$ cat src/rtl/alu_wb_stage.sv
// alu_wb_stage: writeback stage behind the ALU.
// Results are buffered in a 2-entry FIFO and retired in order, at most one per cycle.
// A retiring result drives the register-file write port.
// The head entry is also exposed as a forwarding tap.
// A retiring branch raises a one-cycle PC redirect and discards the younger, wrong-path entry.
// in_req bit layout, MSB first: {fur_sig.valid, pc_branch, wb_wr, reg_dst[REG_AW-1:0], dst[DATA_W-1:0]}.
module alu_wb_stage #(
   parameter int DATA_W = 32,
   parameter int REG_AW = 5,
   parameter int CNT_W  = 32
) (
   input  logic                       clk,
   input  logic                       rst_n,
   input  logic [DATA_W+REG_AW+2:0]   in_req,
   output logic                       in_ready,
   input  logic                       rf_stall,
   output logic                       rf_we,
   output logic [REG_AW-1:0]          rf_waddr,
   output logic [DATA_W-1:0]          rf_wdata,
   output logic                       fwd_valid,
   output logic [REG_AW-1:0]          fwd_reg,
   output logic [DATA_W-1:0]          fwd_data,
   output logic                       pc_redirect_valid,
   output logic [DATA_W-1:0]          pc_redirect_target,
   output logic [CNT_W-1:0]           retired_cnt
);

   typedef struct packed {
      logic valid;
   } fur_sig_t;

   typedef struct packed {
      fur_sig_t            fur_sig;
      logic                pc_branch;
      logic                wb_wr;
      logic [REG_AW-1:0]   reg_dst;
      logic [DATA_W-1:0]   dst;
   } alu_to_wb_req_t;

   alu_to_wb_req_t      w_req;
   alu_to_wb_req_t      w_head;
   alu_to_wb_req_t      r_mem [2];
   logic                r_head;
   logic                r_tail;
   logic [1:0]          r_count;
   logic [CNT_W-1:0]    r_retired_cnt;

   logic                w_nonempty;
   logic                w_retire;
   logic                w_redirect;
   logic                w_writes_reg;
   logic                w_push;

   assign w_req        = alu_to_wb_req_t'(in_req);
   assign w_head       = r_mem[r_head];
   assign w_nonempty   = (r_count != 2'd0);
   assign w_retire     = w_nonempty && !rf_stall;
   assign w_redirect   = w_retire && w_head.pc_branch;
   assign w_writes_reg = w_nonempty && w_head.wb_wr && (w_head.reg_dst != {REG_AW{1'b0}});
   // Gating with rst_n keeps every output low for the whole time reset is held.
   assign in_ready     = rst_n && (r_count != 2'd2) && !w_redirect;
   assign w_push       = w_req.fur_sig.valid && in_ready;

   // Head-entry outputs; every field reads as zero while the buffer is empty.
   always_comb begin
      rf_we              = 1'b0;
      rf_waddr           = {REG_AW{1'b0}};
      rf_wdata           = {DATA_W{1'b0}};
      fwd_valid          = 1'b0;
      fwd_reg            = {REG_AW{1'b0}};
      fwd_data           = {DATA_W{1'b0}};
      pc_redirect_valid  = 1'b0;
      pc_redirect_target = {DATA_W{1'b0}};
      if (w_nonempty) begin
         rf_we              = w_retire && w_writes_reg;
         rf_waddr           = w_head.reg_dst;
         rf_wdata           = w_head.dst;
         fwd_valid          = w_writes_reg;
         fwd_reg            = w_head.reg_dst;
         fwd_data           = w_head.dst;
         pc_redirect_valid  = w_redirect;
         pc_redirect_target = w_head.dst;
      end else begin
         rf_we              = 1'b0;
      end
   end

   // Entry storage: a push writes the tail slot.
   always_ff @(posedge clk or negedge rst_n) begin
      if (!rst_n) begin
         for (int i = 0; i < 2; i++) begin
            r_mem[i] <= '0;
         end
      end else if (w_push) begin
         r_mem[r_tail] <= w_req;
      end else begin
         r_mem <= r_mem;
      end
   end

   // Pointers and occupancy; a redirect empties the buffer (no push can coincide).
   always_ff @(posedge clk or negedge rst_n) begin
      if (!rst_n) begin
         r_head  <= 1'b0;
         r_tail  <= 1'b0;
         r_count <= 2'd0;
      end else if (w_redirect) begin
         r_head  <= 1'b0;
         r_tail  <= 1'b0;
         r_count <= 2'd0;
      end else begin
         if (w_push) begin
            r_tail <= ~r_tail;
         end
         if (w_retire) begin
            r_head <= ~r_head;
         end
         case ({w_push, w_retire})
            2'b10:   r_count <= r_count + 2'd1;
            2'b01:   r_count <= r_count - 2'd1;
            default: r_count <= r_count;
         endcase
      end
   end

   // Retired-instruction counter; it wraps naturally at 2^CNT_W.
   always_ff @(posedge clk or negedge rst_n) begin
      if (!rst_n) begin
         r_retired_cnt <= {CNT_W{1'b0}};
      end else if (w_retire) begin
         r_retired_cnt <= r_retired_cnt + {{(CNT_W-1){1'b0}}, 1'b1};
      end else begin
         r_retired_cnt <= r_retired_cnt;
      end
   end

   assign retired_cnt = r_retired_cnt;

endmodule

$ cat config.mk
export PLATFORM = sky130hd
export DESIGN_NAME = alu_wb_stage
export DESIGN_NICKNAME = d
export VERILOG_FILES = /design/src/rtl/alu_wb_stage.sv
export SDC_FILE = /design/constraint.sdc
export NUM_CORES = 1
export LEC_CHECK = 0
export CAP_MARGIN = 15
export CORE_UTILIZATION = 46
export DETAILED_ROUTE_END_ITERATION = 6
export PLACE_DENSITY = 0.86
export SLEW_MARGIN = 30
export SYNTH_ARGS = -nofsm -noshare
export SYNTH_HDL_FRONTEND = slang
export SYNTH_SLANG_ARGS = --single-unit
$ cat constraint.sdc
create_clock -name clk -period 3 [get_ports clk]
set_input_delay 0.6 -clock clk [delete_from_list [all_inputs] [get_ports clk]]
set_output_delay 0.6 -clock clk [all_outputs]
set_load 0.02 [all_outputs]
==> flow_metrics.py <==
metrics = {
    "floorplanning": {
        "initial_core_util": 0.479,
        "die_area_um2": 13100,
        "die_w_um": 115,
        "coreArea_um2": 12200,
        "num_rows": 40,
        "io_pins": 185,
        "fp.dieH_um": 115,
    },
    "global_route": {
        "grt_antenna_before_repair": 0,
        "grt_start_max_net_pins": 87,
        "grt_pass1_wl_mm": 21.2,
        "grt_overflow": 0,
        "track_usage": 0.211,
        "first_global_vias": 4266,
    },
    "timing": {
        "timing.final.ws_setup_ns": 0.200,
        "skew_ns": 0.0122,
        "rsz0062_at_grt": "false",
        "drv_slew": 0,
        "whs_ns": 0.226,
        "max_freq_mhz": 357,
        "hold_viol": 0,
        "setup_violations": 0,
        "tightest_slew_ns": 0.774,
        "fin_crit_ns": 2.80,
        "relSlewSlack": 0.484,
        "period_share": 0.933,
        "setup_tns_ns": 0,
    },
    "clocking": {
        "clkSlewWorstSetupHoldPaths_ns": 0.05,
        "tritoncts": "built",
        "cts_sinks": 114,
        "holdBufCountCts": 0,
        "cts-buffers-inserted": 17,
        "cts-root-buf": "clkbuf_16",
        "clk-insertion-delay-late_ns": 0.40,
        "clk_path_buf_depth": 2,
        "htreeDepth": 4,
    },
    "synth": {
        "synth.most_common_cell": "dfrtp_1",
        "yosysUniqueCellTypes": 39,
        "synth.avg_cell_area_um2": 11.7,
        "synth_edf_count": 0,
        "async_flop_share": 1.00,
        "ys_ff_latch": 114,
        "syn_nets": 543,
        "ys_seq_area_frac": 0.490,
        "synth_top_area_share": 0.490,
        "synth_cells": 499,
        "synth_top_area_cell": "dfrtp_1",
        "synth.area.top_cells": "dfrtp_1, mux2_2, buf_4",
        "yosys_warnings": 0,
        "yosys-top-cells-count": "dfrtp_1, buf_4, mux2_2",
        "syn_area_um2": 5830,
        "ys.flop_type": "dfrtp_1",
    },
    "detailed_routing": {
        "finalWirelength_mm": 13.1,
        "drtAntennaViolNets": 0,
        "firstDrtPassIters": 4,
        "first_iter_violations": 194,
        "wl_per_cell_um": 16.3,
        "num_vias": 4129,
        "drt-vias-per-instance": 5.14,
        "drc": 0,
    },
    "cells_and_area": {
        "seq_area_um2": 2850,
        "syn2layout_area_growth_pct": 35.6,
        "insertedDiodeCount": 0,
        "nFillCells": 940,
        "multi_input_area_um2": 2320,
        "layout.nets": 666,
        "layout-drive-gt1-share": 0.195,
    },
    "setup_path": {
        "cp_max_fo": 24,
        "reg2reg_depth": 5,
        "r2r_setup_slack_ns": 0.92,
        "cp-start-kind": "flop",
        "worstSetupPathType": "flop to primary output",
        "cp_data_required_time_ns": 2.40,
        "cp-end-kind": "primary output",
        "worstReg2RegStart": "r_head$_DFFE_PN0P_",
        "timing.rr.end": "r_mem[2]$_DFFE_PN0P_",
        "arrival_ns": 2.20,
    },
    "run_status": {
        "outcome": "completed",
    },
    "hold_path": {
        "hold_class": "input port to async pin",
    },
    "place": {
        "post-place-ws_ns": 0.184,
        "portBuffers": 184,
        "place.gp.congestion": 0.839,
        "dp_hpwl_mm": 9.34,
    },
    "pwr": {
        "power_density_nw_per_um2": 1070,
        "leakage_nw": 3.36,
        "ir_drop_mv": 0.566,
    },
    "run": {
        "drv_cap": 0,
    },
}
==> final cells by class <==
type,instances,area share
tap,168,0.0266
timing repair buffer,197,0.246
multi-input combinational,289,0.293
sequential,114,0.361
clock inverter,12,0.0146
clock buffer,20,0.0565
inverter,3,0.00143
==> worst max path at each step <==
stage / startpoint / end / slack (ns)
after floorplan: r_head$_DFFE_PN0P_ / pc_redirect_target[12] / 0.76
after global placement: rf_stall / in_ready / 0.20
after detailed placement: rf_stall / in_ready / 0.18
after CTS: r_mem[34]$_DFFE_PN0P_ / rf_we / 0.06
after global routing: r_count[0]$_DFFE_PN0P_ / fwd_data[2] / 0.06
final: r_head$_DFFE_PN0P_ / pc_redirect_target[22] / 0.20
==> layout by cell type, fill, tap and decap left out, types with 9 or more instances in the layout <==
cell,netlist,routed
clkdlybuf4s50_1,0,181
dfrtp_1,114,113
mux2_2,67,67
nor2_1,48,47
mux2i_1,38,38
xor2_1,17,17
clkbuf_16,0,17
nand2_1,16,15
xnor2_1,15,15
buf_4,71,13
nand3_1,12,12
mux2_1,11,11
nand4_1,11,11
nor4_1,9,9
==> power breakdown <==
group	internal [mW]	switching, mW	total [mW]
Combinational	2.03	2.01	4.04
Clock	1.23	0.671	1.90
Sequential	2.13	0.369	2.50
Total	5.39	3.05	8.44
==> kinds of logic after synthesis <==
group           after synthesis  synth area share
compound gates               14            0.0191
xor+xnor                     32            0.0481
buf+inv                      96             0.114
fa+ha+maj                     1           0.00215
simple gates                125             0.108
flops                       114             0.490
mux                         117             0.219
==> flip-flops by register name, summed over array words and instances, names as in the netlist <==
signal,cells
r_mem,78
r_count,2
retired_cnt,32
r_tail,1
r_head,1
==> layer usage <==
layer,track usage,wire [µm]
met1,0.244,5340
met2,0.372,6980
met3,0.0476,577
met4,0.0935,223
met5,0,0
==> timing repair <==
item	CTS	global route
gates resized for setup	0	2
setup buffers	1	0
pin swaps	1	0
setup endpoints to repair	38	2
==> per-stage QoR <==
| step | total power, mW | instances | utilization | area [µm²] |
|---|---|---|---|---|
| after detailed placement | 6.57 | 770 | 0.602 | 7330 |
| final | 8.44 | 803 | 0.650 | 7900 |
| after global placement | 6.42 | 770 | 0.602 | 7320 |
| after global routing | 8.87 | 803 | 0.650 | 7900 |
| after CTS | 8.51 | 803 | 0.649 | 7900 |
| after floorplan | 5.33 | 499 | - | 5830 |
==> critical path, stage by stage, from the launching register on <==
cell and delay, ns:
dfrtp_2 0.37, buf_4 0.38, mux2i_1 0.16, nor2_1 0.20, clkdlybuf4s50_1 0.66
Power figures use the tool's default switching activity.
